<file path="src/rtl/array_arbiter_pkg.sv">
// array_arbiter_pkg: shared constants, tag type and helpers for array_arbiter.
//   DEFAULT_N_REQ     default number of requesters
//   MAX_N_REQ         largest supported requester count (sizes index fields)
//   MAX_READ_LATENCY  largest supported array read latency
//   IDX_W             width of a requester index
//   CNT_W             width of one per-requester transfer counter (stats build)
//   tag_t             response tag {valid, index} carried alongside the array read
//   next_ptr()        round-robin pointer successor with wrap
package array_arbiter_pkg;

  localparam int unsigned DEFAULT_N_REQ    = 4;
  localparam int unsigned MAX_N_REQ        = 8;
  localparam int unsigned MAX_READ_LATENCY = 4;
  localparam int unsigned IDX_W            = $clog2(MAX_N_REQ);
  localparam int unsigned CNT_W            = 16;

  typedef struct packed {
    logic             valid;
    logic [IDX_W-1:0] index;
  } tag_t;

  // Requester that gets top priority after idx was granted, wrapping n-1 -> 0.
  function automatic logic [IDX_W-1:0] next_ptr(input logic [IDX_W-1:0] idx,
                                                 input int unsigned      n);
    logic [IDX_W-1:0] nxt;
    if (idx == IDX_W'(n - 1)) begin
      nxt = '0;
    end else begin
      nxt = IDX_W'(idx + IDX_W'(1));
    end
    return nxt;
  endfunction

endpackage

</file>
<file path="src/rtl/array_arbiter_rr.sv">
// rr_arbiter: combinational round-robin grant selection.
//   req          per-requester request vector
//   ptr          index of the requester holding top priority this cycle
//   grant_c      one-hot grant (zero when no request)
//   grant_idx_c  binary index of the granted requester
//   grant_any_c  high when some requester is granted
module rr_arbiter
  import array_arbiter_pkg::*;
#(
  parameter int unsigned N_REQ = DEFAULT_N_REQ
) (
  input  logic [N_REQ-1:0] req,
  input  logic [IDX_W-1:0] ptr,
  output logic [N_REQ-1:0] grant_c,
  output logic [IDX_W-1:0] grant_idx_c,
  output logic             grant_any_c
);

  localparam int unsigned SUM_W = IDX_W + 1;

  logic [SUM_W-1:0] cand_sum;
  logic [IDX_W-1:0] cand;
  logic             found;

  // Walk requesters in priority order ptr, ptr+1, ... (mod N_REQ); first hit wins.
  always_comb begin
    grant_c     = '0;
    grant_idx_c = '0;
    found       = 1'b0;
    cand_sum    = '0;
    cand        = '0;
    for (int unsigned k = 0; k < N_REQ; k++) begin
      cand_sum = SUM_W'(ptr) + SUM_W'(k);
      if (cand_sum >= SUM_W'(N_REQ)) begin
        cand_sum = cand_sum - SUM_W'(N_REQ);
      end
      cand = IDX_W'(cand_sum);
      // Compare against each constant index rather than indexing req with cand,
      // which keeps the select width-exact for any N_REQ.
      for (int unsigned i = 0; i < N_REQ; i++) begin
        if (!found && req[i] && (cand == IDX_W'(i))) begin
          grant_c[i]  = 1'b1;
          grant_idx_c = IDX_W'(i);
          found       = 1'b1;
        end
      end
    end
    grant_any_c = found;
  end

endmodule

</file>
<file path="src/rtl/array_arbiter.sv">
// array_arbiter: shares one fixed-point array lookup port among N_REQ requesters.
//   clk, rst      clock; asynchronous active-high reset
//   req_valid     per-requester lookup request
//   req_addr      per-requester address, requester i at [i*ADDR_WIDTH +: ADDR_WIDTH]
//   req_ready     one-hot grant, combinational from req_valid and the priority pointer
//   arr_addr      registered address to the array instance
//   arr_data      array read data, READ_LATENCY cycles after arr_addr
//   rsp_valid     one-hot, one-cycle response strobe to the originating requester
//   rsp_data      shared response data (pass-through of arr_data)
//   grant_count   per-requester 16-bit saturating transfer counters, present only
//                 when ARRAY_ARBITER_STATS_EN is defined
module array_arbiter
  import array_arbiter_pkg::*;
#(
  parameter int unsigned N_REQ        = DEFAULT_N_REQ,
  parameter int unsigned ADDR_WIDTH   = 2,
  parameter int unsigned DATA_WIDTH   = 16,
  parameter int unsigned READ_LATENCY = 1
) (
  input  logic                         clk,
  input  logic                         rst,
  input  logic [N_REQ-1:0]             req_valid,
  input  logic [N_REQ*ADDR_WIDTH-1:0]  req_addr,
  output logic [N_REQ-1:0]             req_ready,
  output logic [ADDR_WIDTH-1:0]        arr_addr,
  input  logic [DATA_WIDTH-1:0]        arr_data,
  output logic [N_REQ-1:0]             rsp_valid,
  output logic [DATA_WIDTH-1:0]        rsp_data
`ifdef ARRAY_ARBITER_STATS_EN
  ,
  output logic [N_REQ*CNT_W-1:0]       grant_count
`endif
);

  // Out-of-range latencies are clamped into the supported 1..MAX range.
  localparam int unsigned LAT = (READ_LATENCY < 1) ? 1 :
                                ((READ_LATENCY > MAX_READ_LATENCY) ? MAX_READ_LATENCY
                                                                   : READ_LATENCY);

  logic [N_REQ-1:0]      grant_c;
  logic [IDX_W-1:0]      grant_idx_c;
  logic                  grant_any_c;
  logic                  xfer_c;
  logic [ADDR_WIDTH-1:0] sel_addr_c;

  logic [IDX_W-1:0]      ptr_q, ptr_d;
  logic [ADDR_WIDTH-1:0] arr_addr_q, arr_addr_d;
  tag_t                  tag_q [LAT];
  tag_t                  tag_d [LAT];
  logic [N_REQ-1:0]      rsp_valid_q, rsp_valid_d;

  // Round-robin selection among active requests.
  rr_arbiter #(
    .N_REQ(N_REQ)
  ) u_rr (
    .req        (req_valid),
    .ptr        (ptr_q),
    .grant_c    (grant_c),
    .grant_idx_c(grant_idx_c),
    .grant_any_c(grant_any_c)
  );

  // No grant is offered while reset is held.
  assign req_ready = rst ? '0 : grant_c;
  assign xfer_c    = grant_any_c & ~rst;

  // Address of the granted requester.
  always_comb begin
    sel_addr_c = '0;
    for (int unsigned i = 0; i < N_REQ; i++) begin
      if (grant_c[i]) begin
        sel_addr_c = req_addr[i*ADDR_WIDTH +: ADDR_WIDTH];
      end
    end
  end

  // Next state: pointer and address move only on a transfer. tag stage 0 is
  // aligned with arr_addr; the final one-hot register adds the array's own
  // cycle, so rsp_valid lands READ_LATENCY cycles after arr_addr changes.
  always_comb begin
    ptr_d       = ptr_q;
    arr_addr_d  = arr_addr_q;
    rsp_valid_d = '0;
    for (int unsigned s = 0; s < LAT; s++) begin
      tag_d[s] = '0;
    end

    if (xfer_c) begin
      ptr_d      = next_ptr(grant_idx_c, N_REQ);
      arr_addr_d = sel_addr_c;
    end

    tag_d[0].valid = xfer_c;
    tag_d[0].index = xfer_c ? grant_idx_c : '0;
    for (int unsigned s = 1; s < LAT; s++) begin
      tag_d[s] = tag_q[s-1];
    end

    for (int unsigned i = 0; i < N_REQ; i++) begin
      if (tag_q[LAT-1].valid && (tag_q[LAT-1].index == IDX_W'(i))) begin
        rsp_valid_d[i] = 1'b1;
      end
    end
  end

  // State registers; reset drops every in-flight tag.
  always_ff @(posedge clk or posedge rst) begin
    if (rst) begin
      ptr_q       <= '0;
      arr_addr_q  <= '0;
      rsp_valid_q <= '0;
      for (int unsigned s = 0; s < LAT; s++) begin
        tag_q[s] <= '0;
      end
    end else begin
      ptr_q       <= ptr_d;
      arr_addr_q  <= arr_addr_d;
      rsp_valid_q <= rsp_valid_d;
      for (int unsigned s = 0; s < LAT; s++) begin
        tag_q[s] <= tag_d[s];
      end
    end
  end

  assign arr_addr  = arr_addr_q;
  assign rsp_valid = rsp_valid_q;
  // Array data flows straight through in the strobe cycle.
  assign rsp_data  = arr_data;

`ifdef ARRAY_ARBITER_STATS_EN
  logic [CNT_W-1:0] cnt_q [N_REQ];
  logic [CNT_W-1:0] cnt_d [N_REQ];

  // Saturating per-requester transfer counters.
  always_comb begin
    for (int unsigned i = 0; i < N_REQ; i++) begin
      cnt_d[i] = cnt_q[i];
      if (xfer_c && grant_c[i] && (cnt_q[i] != {CNT_W{1'b1}})) begin
        cnt_d[i] = cnt_q[i] + CNT_W'(1);
      end
    end
  end

  always_ff @(posedge clk or posedge rst) begin
    if (rst) begin
      for (int unsigned i = 0; i < N_REQ; i++) begin
        cnt_q[i] <= '0;
      end
    end else begin
      for (int unsigned i = 0; i < N_REQ; i++) begin
        cnt_q[i] <= cnt_d[i];
      end
    end
  end

  always_comb begin
    grant_count = '0;
    for (int unsigned i = 0; i < N_REQ; i++) begin
      grant_count[i*CNT_W +: CNT_W] = cnt_q[i];
    end
  end
`endif

endmodule

</file>
<file path="config.mk">
export PLATFORM = sky130hd
export DESIGN_NAME = array_arbiter
export DESIGN_NICKNAME = d
export VERILOG_FILES = /design/src/rtl/array_arbiter_pkg.sv /design/src/rtl/array_arbiter_rr.sv /design/src/rtl/array_arbiter.sv
export SDC_FILE = /design/constraint.sdc
export NUM_CORES = 1
export LEC_CHECK = 0
export ABC_AREA = 1
export ABC_CLOCK_PERIOD_IN_PS = 3500
export CAP_MARGIN = 10
export CORE_ASPECT_RATIO = 1.75
export CORE_MARGIN = 2
export CORE_UTILIZATION = 40
export DETAILED_ROUTE_END_ITERATION = 8
export GPL_ROUTABILITY_DRIVEN = 0
export GPL_TIMING_DRIVEN = 1
export HOLD_SLACK_MARGIN = 0.03
export PLACE_DENSITY_LB_ADDON = 0.2
export REMOVE_ABC_BUFFERS = 1
export SLEW_MARGIN = 0
export SYNTH_ARGS = -nofsm -noshare
export SYNTH_HDL_FRONTEND = slang
export SYNTH_SLANG_ARGS = --single-unit
</file>
<file path="constraint.sdc">
create_clock -name clk -period 3.5 [get_ports clk]
set_input_delay 0.35 -clock clk [delete_from_list [all_inputs] [get_ports clk]]
set_output_delay 0.35 -clock clk [all_outputs]
set_load 0.005 [all_outputs]
</file>
==> flow_results.org, run 1 <==
** Clock tree
- Number of levels in the clock H-tree :: 1
- The number of setup buffers added after CTS is 0.
- Clock tree from TritonCTS :: yes
- Post-cts repair resize count :: 0
- The clock reaches the later pin of the worst-skew pair after 0.23 ns.
- Clock-pin slew was measured on the worst setup and hold paths at approximately 0.050 ns.
- TritonCTS created 3 clock buffers.
- In this run, post-CTS hold repair placed 0 buffers.
- The tree is rooted in a sky130_fd_sc_hd__clkbuf_8.
- The clock passes through at most 2 buffers.
- For this design, the sink count on the clock tree is 11.

** Synth
- The mapped netlist covers 986 µm².
- Count of warnings emitted by yosys :: 0
- Register area share after synthesis :: 27.9%
- The synthesized design spends more area on one cell type than any other, namely sky130_fd_sc_hd__dfrtp_1.
- The netlist uses 21 different library cells.
- In this run the mean area of a mapped cell was 6.66 µm².
- Biggest area contributors in the synthesized netlist :: sky130_fd_sc_hd__dfrtp_1, sky130_fd_sc_hd__buf_4, sky130_fd_sc_hd__nand2_1
- The share of synthesized area in the top cell type comes to 27.9%.
- In the synthesized netlist, the number of instances is approximately 150.
- Flip-flop and latch count after synthesis :: 11

** GRT
- Pin count of the biggest net entering global routing :: 13
- Met3 global-route usage :: around 8.3%
- Vias in the first global route :: 999
- Global routing consumed, over all layers together, 19.9% of the routing resources.
- Antenna violations before repair :: 0
- For this run the aggregate overflow at the end of global routing stands at 0.
- Met1 routing resource usage after global routing :: 19.3%
- Global routing consumed, on the met2 layer, 34.7% of the routing resources.
- The first global-routing pass estimated between 4000 and 5000 µm of wire.
- After global routing, the most crowded layer is met2.

** Final layout
- Final net count :: 190
- Commonest non-fill, non-tap cell in the layout :: sky130_fd_sc_hd__nand2_1
- The number of antenna diodes in the final layout is 0.
- Post-route cell area :: approximately 1200 µm²
- After filler insertion, the fill cell instance count of the layout stands at 240.
- Layout cell share with drive strength beyond 1 :: a little over a tenth
- Multi-input combinational cell area :: 485 µm²
- Sequential Area :: 275 µm²
- The library cells used most frequently in the layout, excluding fill and tap cells, are sky130_fd_sc_hd__nand2_1, sky130_fd_sc_hd__inv_1, sky130_fd_sc_hd__clkdlybuf4s50_1.
- Area growth syn-to-layout :: 18.9%
- Utilization after layout :: 50.9%

** Drt
- Starting DRT DRC Count :: 21
- After detailed routing, the number of remaining DRC violations is 0.
- Wire length per cell after detailed routing :: 14.7 µm
- Via count :: slightly below 1,000
- Total iterations of the first detailed-routing run :: 4
- Using the TritonRoute via totals, the vias-per-cell ratio works out to 5.35.
- Number of nets with antenna violations after detailed routing :: 0
- The routed design has between 2000 and 3000 µm of wire.

** Setup path
- Nature of the critical path startpoint :: input port
- Critical Path Fanout Max :: 5
- At the worst endpoint, the required time is about 3.2 ns.
- STA puts the critical path data arrival time at 2.92 ns.
- Slack of the worst reg-to-reg path :: approximately 1.3 ns
- Source of the critical timing path :: req_valid[3]
- The critical path is of the in -> out type.
- The worst register-to-register path ends at arr_addr[0].
- Critical Path Sink Type :: primary output
- For the worst flop-to-flop path, the logic depth is 14.
- Reg-to-Reg Start :: ptr_q[0]

** STA
- Final-report max-slew violation count :: 0
- Max-slew headroom :: between 60% and 70%
- Of the available clock period, the critical path in the final layout requires 93.5%.
- Final hold violations :: 0
- Number of failing setup endpoints in the final timing report :: 0
- RSZ-0062 raised after global routing :: no
- TNS Setup :: 0 ns
- Subtracting the final worst setup slack from the clock period gives 3.27 ns.
- Derived from the worst setup path, the maximum achievable clock frequency is between 0.3 and 0.4 GHz.
- For the pin with the worst max-slew slack, the measured transition is 0.480 ns.
- Clock skew on the completed layout was measured at 0.000831 ns.

** Power
- Combinational logic is responsible for 62.2% of the overall power.
- Power spread over the standard cell area amounts to 758 nW/µm².
- Reported leakage power :: 0.609 nW
- Sw Share :: 45.6%
- Summed over all nets, the switching power comes to between 0.0004 and 0.0005 W.
- Int Power :: around 0.00048 W
- Clk network pwr share :: 14.0%
- Registers are responsible for between 20% and 30% of the overall power.
- Overall Power :: a little under 0.0009 W
- Worst voltage drop across the vdd grid :: approximately 0.34 mV

** Floorplan
- The die covers ~2900 µm².
- Horizontal extent of the die :: 41.5 µm
- Die Y :: 69.7 µm
- The total area inside the core boundary comes to 2300 µm².
- Starting density of the core :: 42.8%
- For this design the top-level I/O count stands at 56.
- In this run the core area contains 23 standard-cell rows.

** Placement
- Final HPWL from detailed placement :: 2290 µm
- Post-Place Cell Area :: around 1100 µm²
- Input and output buffers added on the ports amount to 23.

** Worst hold path
- The path with the worst hold slack has its endpoint at rsp_valid[0].
- Hold path start :: tag_q[0]
- Counting instances, the worst hold path has a depth of 1.
- The path class of the tightest hold or removal check is reg -> reg.

** Outcome
- Result of the run :: finished, final reports clean

** Run
- Max-cap violations :: 0
-- cells in the mapped netlist (all sizes together) --
cell	number
nand2	31
nor4	1
nand3b	1
nand3	11
inv	28
buf	16
nor2	21
a21oi	7
dfrtp	11
nor3	7
nand4	10
o21ai	4
-- routing by layer --
metal	vias to the layer above	routed length, µm	part of all wire [%]
met5	-	0	0
met4	0	81	3.0
met3	10	221	8.2
met2	45	1480	55
met1	451	916	34
li1	478	-	-
-- state kept, by name, summed over array words and instances (netlist names) --
name and cells:
tag_q 3, arr_addr 2, ptr_q 2, rsp_valid 4
-- final cells by class --
| cell class | count | area share [%] |
|---|---|---|
| inverters | 28 | 8.96 |
| multi-input cells | 93 | 41.4 |
| flip-flops and latches | 11 | 23.5 |
| well taps | 25 | 2.67 |
| repair buffers | 23 | 19.6 |
| clock buffers | 4 | 3.84 |
-- logic make-up (layout without fill, tap and decap cells) --
group | Yosys count | after routing | synth area share (%)
buf+inv | 44 | 55 | 22.8
flops | 11 | 11 | 27.9
compound gates | 11 | 11 | 6.73
simple gates | 82 | 82 | 42.5
-- power groups by stage --
stage               clock network [W]  registers, W  logic (W)
finish                       0.000124      0.000212   0.000553
global route                 0.000132      0.000219   0.000634
CTS                          0.000126      0.000214   0.000554
detailed placement                  0      0.000215   0.000554
global placement                    0      0.000213   0.000546
floorplan                           0      0.000209   0.000370
-- metrics by stage --
| stage | instances | setup WS [ns] | hold slack (ns) |
|---|---|---|---|
| after CTS | 184 | 0.284 | 0.463 |
| after floorplan | 132 | 1.50 | 0.233 |
| after global placement | 180 | 0.400 | 0.447 |
| after detailed placement | 180 | 0.282 | 0.457 |
| final | 184 | 0.227 | 0.457 |
| after global routing | 184 | 0.0382 | 0.481 |
-- worst max path at each step --
| stage | end | slack, ns |
|---|---|---|
| 4_1_cts | req_ready[2] | 0.28 |
| 2_1_floorplan | req_ready[3] | 1.50 |
| 6_report | req_ready[2] | 0.23 |
| 5_1_grt | req_ready[2] | 0.04 |
| 3_3_place_gp | req_ready[3] | 0.40 |
| 3_5_place_dp | req_ready[2] | 0.28 |
-- worst max-delay path, stage by stage --
cell and delay, ns:
sky130_fd_sc_hd__clkdlybuf4s50_1 0.55, sky130_fd_sc_hd__nand3_1 0.22, sky130_fd_sc_hd__inv_1 0.10, sky130_fd_sc_hd__nor2_2 0.14, sky130_fd_sc_hd__nand4_2 0.13, sky130_fd_sc_hd__nor2_2 0.14, sky130_fd_sc_hd__nand4_2 0.13, sky130_fd_sc_hd__nor3_1 0.26
sky130_fd_sc_hd__nand3_1 0.21, sky130_fd_sc_hd__a21oi_1 0.18, sky130_fd_sc_hd__clkdlybuf4s50_1 0.51
Power figures use the tool's default switching activity.
==> inputs of run 2 (changes only) <==
--- a/config.mk
+++ b/config.mk
@@ -13,5 +13,5 @@
 export CORE_UTILIZATION = 40
 export DETAILED_ROUTE_END_ITERATION = 8
-export GPL_ROUTABILITY_DRIVEN = 0
+export GPL_ROUTABILITY_DRIVEN = 1
 export GPL_TIMING_DRIVEN = 1
 export HOLD_SLACK_MARGIN = 0.03
==> constraint.sdc (replaced) <==
create_clock -name clk -period 3.5 [get_ports clk]
set_input_delay 0.7 -clock clk [delete_from_list [all_inputs] [get_ports clk]]
set_output_delay 0.7 -clock clk [all_outputs]
set_load 0.005 [all_outputs]
==> run 2 against run 1 <==
  * First-iteration DRC count is 4.8% higher
  * Sequential cell count unchanged
  * Via count grew 8.8%
  * Clock-buffer cell count stayed put
  * Setup slack got worse by 0.088 ns
  * Clock power barely moved
  * Combinational power increased by 30%
  * Worst hold slack better by 0.0063 ns
  * Maximum frequency down 2.6%
  * Sequential share of layout area decreased by 4.0 points
  * Clock skew is 0.0042 ns higher
  * Cell count up 15%
  * Critical endpoint is now req_ready[3]
  * Highest routed layer unchanged
==> flow_results.org, run 2 (same netlist as run 1, synthesis figures left out) <==
** Run
- The reported max-cap violation count was 0 (unchanged).

** Final layout
- Flip-flop count of the largest register after layout :: 4 (unchanged)
- The final core utilization is 61.5% (+11 points).
- The layout net count is 217 (+14%).
- Sequential Area :: 275 µm² (unchanged)
- Commonest non-fill, non-tap cell in the layout :: sky130_fd_sc_hd__nand2_1
- The top cell types in the final layout, fill and taps aside, are sky130_fd_sc_hd__nand2_1, sky130_fd_sc_hd__buf_4, sky130_fd_sc_hd__inv_1.
- Post-route cell area :: 1420 µm² (+21%)
- Diode insertion count for antenna repair :: 0 (unchanged)
- The ratio of cells with drive above 1 in the final layout came to 28.0% (+17 points).
- Multi-input combinational cell area :: 519 µm² (+7.0%)
- Relative to the synthesized area, the layout overhead comes to 43.5%.
- Final instance count without filler cells :: 211 (+15%)
- The filler cell count was 205 (-15%).

** Clock tree
- The clock transition at the registers of the reported paths was 0.04 ns (about the same).
- Clock tree from TritonCTS :: yes
- Root Buffer :: sky130_fd_sc_hd__clkbuf_8
- The number of buffers between clock root and the deepest sink came to 2 (unchanged).
- The number of H-tree levels was 1 (unchanged).
- The total number of clock tree sinks came to 11 (unchanged).
- Hold buffer count at cts :: 0 (unchanged)
- The CTS buffer count is 3 (unchanged).
- The insertion delay to the later sink of the worst-skew pair came to 0.24 ns (about the same).

** Setup path
- Crit path kind :: in -> out
- Data arrival at the endpoint of the critical path :: 2.66 ns (-0.26 ns)
- The required time at the worst-slack endpoint is 2.80 ns (-0.35 ns).
- The register-to-register setup slack was 1.15 ns (-0.12 ns).
- The worst setup path is captured at a primary output.
- Crit path cell chain :: clkdlybuf4s50_1, nand3_1, inv_1, nor2_2, nand4_2, nor2_2, nand4_2, buf_4, nor2_4, nand4_4, nor2_4, nor2_1, nor2_1, dlygate4sd2_1
- Among all stages on the critical path, the largest delay is contributed by sky130_fd_sc_hd__clkdlybuf4s50_1.
- Critical Path Fanout Max :: 3 (-2)
- Delay of the slowest critical-path stage :: 0.43 ns (-0.12 ns)
- Nature of the critical path startpoint :: input port

** STA
- Skew final :: 0.00508 ns (+0.00425 ns)
- TNS Setup :: 0 ns (unchanged)
- The final clock period utilization by the worst path was 96.0% (+2.5 points).
- The setup violation total in the final timing report is 0 (unchanged).
- Final hold violations :: 0 (unchanged)
- The max-slew headroom at the worst pin came to 67.6% (-0.33 points).
- The tightest hold margin was 0.463 ns (+0.00625 ns).
- The pin slew with the least headroom to its limit came to 0.485 ns (+0.00489 ns).
- The maximum frequency from static timing analysis came to 0.298 GHz (-2.6%).
- Final-report max-slew violation count :: 0 (unchanged)
- The final critical delay including setup and external delays was 3.36 ns (+0.0878 ns).

** Placement
- At the end of routability-driven placement, the weighted congestion stood at 0.875.
- The total placed instance area is 1290 µm² (+15%).
- Final HPWL from detailed placement :: 2440 µm (+6.7%)
- Dpl cells :: 202 (+12%)
- The number of buffers inserted by port buffering is 23 (unchanged).

** Floorplan
- Placeable core region :: 2300 µm² (unchanged)
- Num rows :: 23 (unchanged)
- Die area :: 2890 µm² (unchanged)
- The overall die height came to 69.7 µm (unchanged).
- Starting density of the core :: 42.8% (unchanged)
- The horizontal die dimension came to 41.5 µm (unchanged).
- Num ports :: 56 (unchanged)

** Power
- Sw Pwr :: 0.000447 W (+10%)
- Sw Share :: 42.3% (-3.3 points)
- The sequential power share is 20.2% (-3.7 points).
- Int Power :: 0.000610 W (+26%)
- Combinational cell fraction of total power :: 68.0% (+5.8 points)
- The worst-case vdd ir drop was 0.384 mV (+12%).
- The clock network fraction of design power came to 11.7% (-2.3 points).
- Reported leakage power :: 0.795 nW (+30%)
- The cell area power density was 747 nW/µm² (-1.5%).

** Drt
- Remaining design rule violation count :: 0 (unchanged)
- The total number of vias came to 1,071 (+8.8%).
- WL final :: 2960 µm (+9.7%)
- The number of antenna-violating nets in the routed design came to 0 (unchanged).
- The final routed wire length divided by cell count was 14.0 µm (-4.3%).
- The count of routing violations after the opening detailed-route iteration came to 22 (+4.8%).
- The first-pass iteration count of the detailed router is 4 (unchanged).
- The number of vias per cell was 5.08 (-5.1%).

** Outcome
- Result of the run :: finished, final reports clean

** GRT
- Global-route wire length before repair :: 4560 µm (+2.5%)
- The via count of the first global-routing pass was 1,104 (+11%).
- Aggregate global-route resource usage :: 20.2% (+0.33 points)
- The largest net degree at the start of global routing is 13 (unchanged).
- The aggregate global routing overflow was 0 (unchanged).
- The number of antenna violations at the first check in global routing came to 0 (unchanged).

** Worst hold path
- In this run the worst hold path is classified as reg -> reg.
-- run 2: cell count changes in the layout (fill, tap and decap cells not counted), sizes merged --
cell           before  now
clkdlybuf4s50      23   16
dlymetal6s2s        0    4
dlygate4sd2         0    3
buf                 0   27
-- run 2: final cells by class --
type | count | area share (%)
clock buffer | 4 | 3.18
inverter | 28 | 7.43
multi-input combinational | 93 | 36.7
sequential | 11 | 19.5
tap | 25 | 2.21
timing repair buffer | 50 | 31.0
-- run 2: worst paths after layout --
check | startpoint | endpoint | cells after the start
min in group asynchronous | rst | tag_q[0] | 2
worst max register to register | ptr_q[1] | ptr_q[1] | 15
max in group asynchronous | rst | tag_q[3] | 2
worst max-delay path | req_valid[3] | req_ready[3] | 14
worst min register to register | tag_q[1] | rsp_valid[1] | 1
worst min-delay path | tag_q[1] | rsp_valid[1] | 1
-- run 2: power by group through the flow --
| stage | Combinational, W | Sequential (W) | Clock [W] |
|---|---|---|---|
| CTS | 0.000685 | 0.000214 | 0.000128 |
| floorplan | 0.000370 | 0.000209 | 0 |
| detailed placement | 0.000647 | 0.000215 | 0 |
| finish | 0.000719 | 0.000214 | 0.000124 |
| global route | 0.000801 | 0.000220 | 0.000134 |
| global placement | 0.000638 | 0.000213 | 0 |
-- run 2: worst max-delay path: cells and delay by family --
family	cells	cell delay (ns)
buffers and inverters	4	0.90
AND/OR/NAND/NOR	10	1.05
-- run 2: per-stage QoR --
step                total power [W]  setup WS (ns)
finish                      0.00106          0.139
global route                0.00115       -0.00329
CTS                         0.00103        0.00102
detailed placement         0.000862        -0.0816
global placement           0.000851        -0.0648
floorplan                  0.000580          0.904
-- run 2: what timing repair did --
| item | CTS | global route |
|---|---|---|
| pin swaps | 3 | 7 |
| setup endpoints to repair | 3 | 2 |
| buffers inserted | 3 | 2 |
| gates resized for setup | 8 | 8 |
-- run 2: per-layer routing --
metal | global-route usage, % | part of all wire (%) | up-vias | wire [µm]
met5 | 6.00 | 0 | - | 0
met4 | 8.96 | 2.6 | 0 | 76
met3 | 8.59 | 5.6 | 7 | 166
met2 | 37.2 | 57 | 34 | 1690
met1 | 17.9 | 35 | 498 | 1020
li1 | - | - | 532 | -
